`src/rtl/uart_pkg.sv`:
```
// Shared UART definitions: FSM state encoding and baud divider math,
// common to the transmitter and the receiver.
package uart_pkg;

  localparam logic [1:0] IDLE  = 2'd0;
  localparam logic [1:0] START = 2'd1;
  localparam logic [1:0] DATA  = 2'd2;
  localparam logic [1:0] STOP  = 2'd3;

  typedef enum logic [1:0] {
    ST_IDLE  = IDLE,
    ST_START = START,
    ST_DATA  = DATA,
    ST_STOP  = STOP
  } uart_state_e;

  localparam int TICKS_PER_BIT = 16;

  // Clock cycles per oversampling tick, integer-truncated.
  function automatic int calc_div(input int clk_freq, input int baud);
    return clk_freq / (baud * TICKS_PER_BIT);
  endfunction

endpackage

```
`src/rtl/baud_tick_gen.sv`:
```
// 16x-oversampling tick generator: one-cycle o_tick every DIV clocks while
// i_en is high; the divider restarts from zero whenever i_en drops.
module baud_tick_gen
  import uart_pkg::*;
#(
  parameter int CLK_FREQ = 100_000_000,
  parameter int BAUD     = 9600
) (
  input  logic clk,
  input  logic reset,
  input  logic i_en,
  output logic o_tick
);

  localparam int DIV = calc_div(CLK_FREQ, BAUD);
  localparam int CW  = (DIV > 1) ? $clog2(DIV) : 1;

  logic [CW-1:0] cnt;
  logic          at_top;

  assign at_top = (cnt == CW'(DIV - 1));
  assign o_tick = i_en && at_top;

  always_ff @(posedge clk) begin
    if (reset || !i_en || at_top) cnt <= '0;
    else                          cnt <= cnt + CW'(1);
  end

endmodule

```
`src/rtl/uart_tx.sv`:
```
// 8N1 UART transmitter: FSM, shift register and bit/tick counters; the
// baud divider is gated by busy so every frame starts on a full-length bit.
module uart_tx
  import uart_pkg::*;
#(
  parameter int CLK_FREQ = 100_000_000,
  parameter int BAUD     = 9600
) (
  input  logic       clk,
  input  logic       reset,
  input  logic       i_start,
  input  logic [7:0] i_data,
  output logic       o_tx,
  output logic       o_tx_busy,
  output logic       o_tx_done
);

  uart_state_e state;
  logic [7:0]  shift_reg;
  logic [2:0]  bit_idx;
  logic [3:0]  tick_cnt;
  logic        tick;
  logic        bit_end;

  baud_tick_gen #(
    .CLK_FREQ (CLK_FREQ),
    .BAUD     (BAUD)
  ) u_tick (
    .clk    (clk),
    .reset  (reset),
    .i_en   (o_tx_busy),
    .o_tick (tick)
  );

  // 16th tick of the current bit; tick_cnt wraps to 0 on the same edge.
  assign bit_end = tick && (tick_cnt == 4'd15);

  always_ff @(posedge clk) begin
    if (reset) begin
      state     <= ST_IDLE;
      shift_reg <= '0;
      bit_idx   <= '0;
      tick_cnt  <= '0;
      o_tx      <= 1'b1;
      o_tx_busy <= 1'b0;
      o_tx_done <= 1'b0;
    end else begin
      o_tx_done <= 1'b0;
      if (tick) tick_cnt <= tick_cnt + 4'd1;
      case (state)
        ST_IDLE: begin
          if (i_start) begin
            shift_reg <= i_data;
            bit_idx   <= '0;
            tick_cnt  <= '0;
            o_tx      <= 1'b0;
            o_tx_busy <= 1'b1;
            state     <= ST_START;
          end
        end
        ST_START: begin
          if (bit_end) begin
            bit_idx <= '0;
            o_tx    <= shift_reg[0];
            state   <= ST_DATA;
          end
        end
        ST_DATA: begin
          if (bit_end) begin
            shift_reg <= shift_reg >> 1;
            if (bit_idx == 3'd7) begin
              o_tx  <= 1'b1;
              state <= ST_STOP;
            end else begin
              bit_idx <= bit_idx + 3'd1;
              o_tx    <= shift_reg[1];
            end
          end
        end
        ST_STOP: begin
          if (bit_end) begin
            o_tx_busy <= 1'b0;
            o_tx_done <= 1'b1;
            state     <= ST_IDLE;
          end
        end
        default: state <= ST_IDLE;
      endcase
    end
  end

endmodule

```
`config.mk`:
```
export PLATFORM = sky130hd
export DESIGN_NAME = uart_tx
export DESIGN_NICKNAME = d
export VERILOG_FILES = /design/src/rtl/uart_pkg.sv /design/src/rtl/baud_tick_gen.sv /design/src/rtl/uart_tx.sv
export SDC_FILE = /design/constraint.sdc
export NUM_CORES = 1
export LEC_CHECK = 0
export ABC_AREA = 0
export ABC_CLOCK_PERIOD_IN_PS = 1740
export BUFFER_PORTS_ARGS = -buffer_cell sky130_fd_sc_hd__buf_2
export CELL_PAD_IN_SITES_DETAIL_PLACEMENT = 1
export CELL_PAD_IN_SITES_GLOBAL_PLACEMENT = 2
export CORE_AREA = 4 4 75 77
export CTS_CLUSTER_SIZE = 16
export DETAILED_ROUTE_END_ITERATION = 8
export DIE_AREA = 0 0 79 81
export PLACE_DENSITY = 0.72
export SLEW_MARGIN = 10
export SYNTH_ARGS = -nofsm -noshare
export SYNTH_HDL_FRONTEND = slang
export SYNTH_SLANG_ARGS = --single-unit
```
`constraint.sdc`:
```
create_clock -name clk -period 1.74 [get_ports clk]
set_input_delay 0.348 -clock clk [delete_from_list [all_inputs] [get_ports clk]]
set_output_delay 0.348 -clock clk [all_outputs]
set_load 0.05 [all_outputs]
```
# == Yosys cells after proc, flatten, opt, wreduce, memory -nomap -nowiden ==
# Cells that the tools add are included.
# word_totals
output_inout_bits,3
reg_bits,30
in_bits,11
wordCells,65
# classes
eq_ne,12
addsub,3
mux,26
reduce_logical,15
n_bitwise,1
# ops
operator,count
$mux W8,2
$pmux W8 S2,1
$mux W3,4
$mux W4,3
$ne A2 B2 Y1 const B,6
$add A10 B1 Y10 const B,1
$eq A10 B10 Y1 const B,1
$mux W2,5
$reduce_and A5 Y1,2
$pmux W3 S3,1
$pmux W2 S4,1
$mux W1,7
$reduce_and A3 Y1,2
$add A4 B1 Y4 const B,1
$eq A2 B2 Y1 const B,2
$eq A4 B4 Y1 const B,1
$reduce_and A4 Y1,1
$reduce_bool A2 Y1,2
$add A3 B1 Y3 const B,1
$eq A3 B3 Y1 const B,1
$pmux W1 S3,1
$reduce_bool A3 Y1,1
$eq A2 B1 Y1 const B,1
$logic_and A1 B1 Y1,2
other kinds (6),7

# == Longest topological paths before layout ==
# Gate-level depths: netlist of run 1.
# logic_depth
depth_word,5
ltp_mapped,7
depth_no_buf,6

# == Hierarchy ==
# A second synthesis of run 1 with hierarchy kept.
# unflattened
cells_unflattened,159
hier_area_um2,1539.0
# modules_own_cells
module,instances,cells_per_inst,seq_area_each_um2,area_per_inst_um2
uart_tx,1,107,400.4,1054.8
baud_tick_gen,1,52,200.2,484.2

# == Least setup slack after synthesis of run 1 ==
# Ideal clock, no wire load.
# synth_timing
kind,flip-flop to flip-flop
startpoint,reg o_tx_busy
endpoint,reg state[0]
slack_ps,36
required_ps,1654
arrival_time_ps,1619
path_buffers,0
path_stages_with_launch,5
synth_period_minus_slack_ps,1704
setup_ps,86
cell_sequence,dfxtp_1 -> and4_1 -> nand4_1 -> a221o_1 -> a211oi_1
# synth_between
elab_chain_len,4
# synth_lines
element,line_no,rtl
from (decl),uart_tx.sv:14,"output logic o_tx_busy,"
from (signal assigned),uart_tx.sv:45,o_tx_busy <= 1'b0;
from (signal assigned),uart_tx.sv:57,o_tx_busy <= 1'b1;
from (signal assigned),uart_tx.sv:82,o_tx_busy <= 1'b0;
$logic_and A1 B1 Y1 *,baud_tick_gen.sv:22,assign o_tick = i_en && at_top;
$logic_and A1 B1 Y1 *,uart_tx.sv:36,assign bit_end = tick && (tick_cnt == 4'd15);
$ne A2 B2 Y1 (no line),--,
$reduce_and A5 Y1 (no line) *,--,
to (signal assigned),uart_tx.sv:40,state <= ST_IDLE;
to (signal assigned),uart_tx.sv:58,state <= ST_START;
to (signal assigned),uart_tx.sv:65,state <= ST_DATA;
to (decl),uart_tx.sv:18,uart_state_e state;
# Every way passes the cells marked *; elsewhere a longest branch is shown, timed or not.
# A chain may end at the register's enable or synchronous reset.

# == Final worst setup path of run 1 ==
# layout_timing
startpoint,reg state[0]
endpoint,reg state[0]
# layout_between
elab_chain_len,3
# layout_lines
element,line_no,rtl
"$eq A2 B2 Y1, or another cell as far along",uart_tx.sv:50,case (state)
$ne A2 B2 Y1 (no line),--,
$reduce_and A5 Y1 (no line),--,
# Several ways; a longest one is shown, not always the timed one.

==> metrics, run 1 <==
first-pass GRT wire length=roughly 6400 um; Post-DP HPWL=between 2000 and 3000 um; minimum clock period=~1700 ps; Final Cycle Share=0.951; Top-Level Pins=14; commonest non-fill, non-tap cell in the layout=dfxtp_1; Distinct cells, synth=37; CP endpoint kind=register; # DRC=0; Slew Viols, Final=0; Yosys warning total=0; Max clock buf depth=2; max-cap violation count=0; Layout area overhead=19.2%; asr flop ratio synth=0; die height=81 um; initial antenna violation count=0; # H-tree levels=2; n_diodes=0; RSZ-0062 raised after global routing=false; synthesis-stage register bit count=30; vias=about 1300; NetSw=approximately 0.00085 W; Clock power frac=0.237; Final nets=around 220; final clock skew=between 6 and 7 ps; setup slack at placement=approximately 5.2 ps; Power Density=~1300 mW/mm^2; Crit Path Max Fanout=5; DRT Wirelength=between 3000 and 4000 um; number of hold buffers added after CTS=0; Detail Route Antenna Nets=0; Combinational Power Share=0.388; number of synthesized flops with an enable pin=0; final setup TNS=0 ps; FF+latch area=603 um^2; mapped cell area=around 0.0016 mm^2; # setup viols final=0; clock latency on the worst-skew pair=approximately 280 ps; Pwr Total=between 0.002 and 0.0025 W; WL/cell=13.4 um; placed instance area=roughly 0.0017 mm^2; CTS root buf=clkbuf_8; Fill cells=about 630; Primary FF master, synth=dfxtp_1; FP Rows=26; worst hold path class=in -> reg; clock sinks=30; crit path launch type=register; most frequent cells in the layout=dfxtp_1, nand3_1, nor2_1, buf_2, a21oi_1; LEAKAGE=around 0.7 nW; min setup slack post-route=approximately 85 ps; CTS tree=built; DP Cell Count=265; Synth Instances=180; Synthesized Nets=~200; Die ar.=roughly 0.0064 mm^2; outcome=completed; gr ovfl total=0; largest net degree at the start of global routing=18; Final Wtd Congestion=approximately 0.80; GRT Total Usage=0.126; max reg flops=10; Crit Path Category=reg -> reg; Worst EP required=just under 2000 ps; DIE WIDTH=79 um; area of the multi-input gates=~900 um^2; internal power=between 0.001 and 0.0015 W; Final Cell Area=0.00186 mm^2; Final Hold Vio Count=0; PortBufs=13; Initial Utilization=0.311; data arrival time of the critical path=1840 ps; Net Sw Frac=0.365; share of cells above drive strength 1=0.204; sequential area share after synthesis=0.385; final cell count without fillers=271; maximum vdd drop=roughly 0.33 mV; clk slew on worst S/H paths=approximately 60 ps; CTS Buf Count=5; Initial DRT Pass Iterations=4; Avg Inst Size Synth=8.66 um^2; DR iter-0 viols=44; core area=0.00501 mm^2; relative slew slack=0.719; mean number of vias per cell=~5; vias in the first global route=approximately 1500; highest clock rate=about 0.6 GHz; Reg power frac=0.375; worst-margin pin slew=421 ps
## critical path, stage by stage (launching register included)
cell      delay [ps]
dfxtp_2          360
inv_1             80
ha_1             240
buf_4            160
nor2b_1          150
a221o_1          310
a211oi_1         260
## final timing paths
kind                      from      endpoint  slack [ps]  depth (start not counted)
setup / recovery      state[0]      state[0]          80                          6
hold / removal       i_data[7]  shift_reg[7]         330                          3
setup reg to reg      state[0]      state[0]          80                          6
hold reg to reg   shift_reg[7]  shift_reg[7]         470                          2
## power groups by stage
| stage | registers, W | clock network (W) | logic [W] |
|---|---|---|---|
| 2_1_floorplan | 0.000940 | 0 | 0.000526 |
| 3_3_place_gp | 0.000881 | 0 | 0.000836 |
| 3_5_place_dp | 0.000886 | 0 | 0.000874 |
| 4_1_cts | 0.000870 | 0.000570 | 0.000886 |
| 5_1_grt | 0.000889 | 0.000599 | 0.00101 |
| 6_report | 0.000874 | 0.000553 | 0.000906 |
## logic make-up after synthesis
group / share of synthesized area
xor+xnor: 0.0506
mux: 0.0257
fa+ha+maj: 0.0803
buf+inv: 0.0441
flops: 0.385
simple gates: 0.281
compound gates: 0.133
## synth_stat cells, drive strengths merged, types with 2 or more instances
cell	count	area share
a211oi	2	0.0096
a21oi	12	0.039
a31oi	7	0.028
and3	2	0.0080
and4	3	0.018
buf	2	0.010
clkbuf	6	0.014
dfxtp	30	0.39
ha	10	0.080
inv	8	0.019
mux2i	4	0.026
nand2	6	0.014
nand2b	6	0.024
nand3	20	0.064
nand4	7	0.032
nor2	17	0.041
nor2b	2	0.0080
nor3b	7	0.034
o21ai	6	0.019
o32ai	2	0.011
or3	2	0.0080
xor2	8	0.045
## routing by layer
metal	GRT usage	routed length [um]	up-vias
met2	0.247	1940	13
li1	-	-	690
met3	0.0377	119	7
met4	0.0464	57	0
met5	0	0	-
met1	0.125	1510	639
## cell type report
type | instances | area share
tap | 70 | 0.0471
multi-input combinational | 134 | 0.490
inverter | 8 | 0.0162
timing repair buffer | 23 | 0.0774
sequential | 30 | 0.325
clock buffer | 6 | 0.0444
## per-stage QoR
| stage | hold WS (ps) | util |
|---|---|---|
| 2_1_floorplan | 442 | - |
| 3_3_place_gp | 464 | 0.349 |
| 3_5_place_dp | 472 | 0.349 |
| 4_1_cts | 326 | 0.366 |
| 5_1_grt | 360 | 0.371 |
| 6_report | 327 | 0.371 |
## timing repair
item                                    in CTS  in global routing
buffers inserted                             0                  0
endpoints found under the hold margin        0                  0
endpoints found under the setup margin       1                 11
resized for setup                            1                  8
No activity file was read; power rests on OpenSTA's default activity.
==> run 2, diff against run 1 <==
--- a/config.mk
+++ b/config.mk
@@ -14,7 +14,7 @@
 export CTS_CLUSTER_SIZE = 16
 export DETAILED_ROUTE_END_ITERATION = 8
 export DIE_AREA = 0 0 79 81
-export PLACE_DENSITY = 0.72
+export PLACE_DENSITY_LB_ADDON = 0.1
 export SLEW_MARGIN = 10
 export SYNTH_ARGS = -nofsm -noshare
 export SYNTH_HDL_FRONTEND = slang
==> metrics, run 2 (synthesized netlist as in run 1, its figures left out) <==
Slowest-stage cell, CP=a221o_1 (was dfxtp_2); reg-to-reg startpoint=state[0] (unchanged); data arrival time of the critical path=1830 ps (was 1840 ps); DIE WIDTH=79 um (unchanged); Worst EP required=1930 ps (about the same); CP endpoint kind=register (unchanged); initial antenna violation count=0 (unchanged); worst-margin pin slew=414 ps (was 421 ps); Pwr Total=0.00241 W (was 0.00233 W); Final Cell Area=0.00187 mm^2 (was 0.00186 mm^2); Final Wtd Congestion=0.875 (was 0.800); first-pass GRT wire length=6800 um (was 6380 um); CTS Buf Count=5 (unchanged); Post-DP HPWL=2910 um (was 2770 um); Layout area overhead=20.0% (was 19.2%); WL/cell=14.4 um (was 13.4 um); commonest non-fill, non-tap cell in the layout=dfxtp_1 (unchanged); Detail Route Antenna Nets=0 (unchanged); Buf/Inv on CP=1 (was 2); R2R cell count=6 (unchanged); cell count of the worst hold path=3 (unchanged); crit path from=state[0] (unchanged); max-cap violation count=0 (unchanged); PortBufs=13 (unchanged); highest clock rate=0.608 GHz (was 0.604 GHz); Final Cycle Share=0.946 (was 0.951); relative slew slack=0.723 (was 0.719); minimum clock period=1650 ps (was 1660 ps); Largest delay share family, worst path=compound AO/OA/AOI/OAI gates (unchanged); final clock skew=6.03 ps (was 6.41 ps); maximum vdd drop=0.423 mV (was 0.331 mV); # DRC=0 (unchanged); worst stage delay on the critical path=370 ps (was 360 ps); Initial Utilization=0.311 (unchanged); Final Hold Vio Count=0 (unchanged); Initial DRT Pass Iterations=2 (was 4); outcome=completed (unchanged); hold_sp=i_data[7] (unchanged); WHS Endpoint=shift_reg[7] (unchanged); GRT Total Usage=0.135 (was 0.126); clock sinks=30 (unchanged); # H-tree levels=2 (unchanged); CTS tree=built (unchanged); Top-Level Pins=14 (unchanged); Power Density=1290 mW/mm^2 (was 1260 mW/mm^2); most frequent cells in the layout=dfxtp_1, nand3_1, nor2_1, buf_2, a21oi_1 (unchanged); gr ovfl total=0 (unchanged); worst hold path class=in -> reg (unchanged); die height=81 um (unchanged); n_diodes=0 (unchanged); vias in the first global route=1489 (was 1465); R2R Path End=state[0] (unchanged); core area=0.00501 mm^2 (unchanged); largest net degree at the start of global routing=16 (was 18); LEAKAGE=0.726 nW (was 0.716 nW); FP Rows=26 (unchanged); post-CTS setup buffers=0 (unchanged); Crit Path Max Fanout=4 (was 5); vias=1391 (was 1349); placed instance area=0.00174 mm^2 (was 0.00175 mm^2); final setup TNS=0 ps (unchanged); DR iter-0 viols=30 (was 44); crit path launch type=register (unchanged); DRT Wirelength=3930 um (was 3630 um); mean number of vias per cell=5.11 (was 4.98); # setup viols final=0 (unchanged); CTS root buf=clkbuf_8 (unchanged); clock latency on the worst-skew pair=280 ps (about the same); clk slew on worst S/H paths=70 ps (was 60 ps); number of hold buffers added after CTS=0 (unchanged); R2R setup slack=90 ps (was 80 ps); max reg flops=10 (unchanged); Final nets=222 (was 223); Crit Path Category=reg -> reg (unchanged); Slew Viols, Final=0 (unchanged); Max clock buf depth=2 (unchanged); Die ar.=0.00640 mm^2 (unchanged); CP Cell Sequence=inv_1, ha_1, nor2_2, nand2_1, a221o_1, a211oi_1 (was inv_1, ha_1, buf_4, nor2b_1, a221o_1, a211oi_1); share of cells above drive strength 1=0.203 (was 0.204)
-- run 2: layer usage --
| layer | GRT usage | routed length [um] | vias up | share of wire |
|---|---|---|---|---|
| met2 | 0.246 | 2000 | 17 | 0.51 |
| met4 | 0.0619 | 89 | 0 | 0.023 |
| met3 | 0.0366 | 124 | 11 | 0.032 |
| li1 | - | - | 686 | - |
| met1 | 0.145 | 1720 | 677 | 0.44 |
| met5 | 0 | 0 | - | 0 |
-- run 2: report_power, final --
| part | switching, W | internal, W |
|---|---|---|
| combinational | 0.000516 | 0.000357 |
| sequential | 0.0000910 | 0.000794 |
| clock | 0.000256 | 0.000399 |
| total | 0.000863 | 0.00155 |
-- run 2: how the worst max path moves through the flow --
stage,endpoint,slack [ps],cells after the start
global route,state[0],-2,5
finish,state[0],90,6
floorplan,state[0],40,4
global placement,state[0],110,6
CTS,shift_reg[1],30,6
detailed placement,state[0],40,6
-- run 2: final cells by class --
| type | instances | area, um^2 |
|---|---|---|
| fill | 623 | 3140 |
| clock buffer | 8 | 110 |
| tap | 70 | 87.6 |
| multi-input combinational | 134 | 903 |
| timing repair buffer | 22 | 136 |
| inverter | 8 | 30.0 |
| sequential | 30 | 603 |
-- run 2: per-stage QoR --
step	worst slack (ps)	hold WS (ps)	instances	utilization
after CTS	27.9	350	272	0.370
after floorplan	35.9	442	180	-
after global routing	-1.97	351	272	0.373
after detailed placement	43.5	470	264	0.347
final	94.5	360	272	0.373
after global placement	113	458	264	0.347
-- run 2: worst min-delay path: stages --
cell and delay [ps]:
buf_2 90, nand4_1 80, o21ai_1 80
-- run 2: repair_timing --
item	CTS	global route
resized for setup	1	7
pin swaps	0	2
setup endpoints to repair	1	12
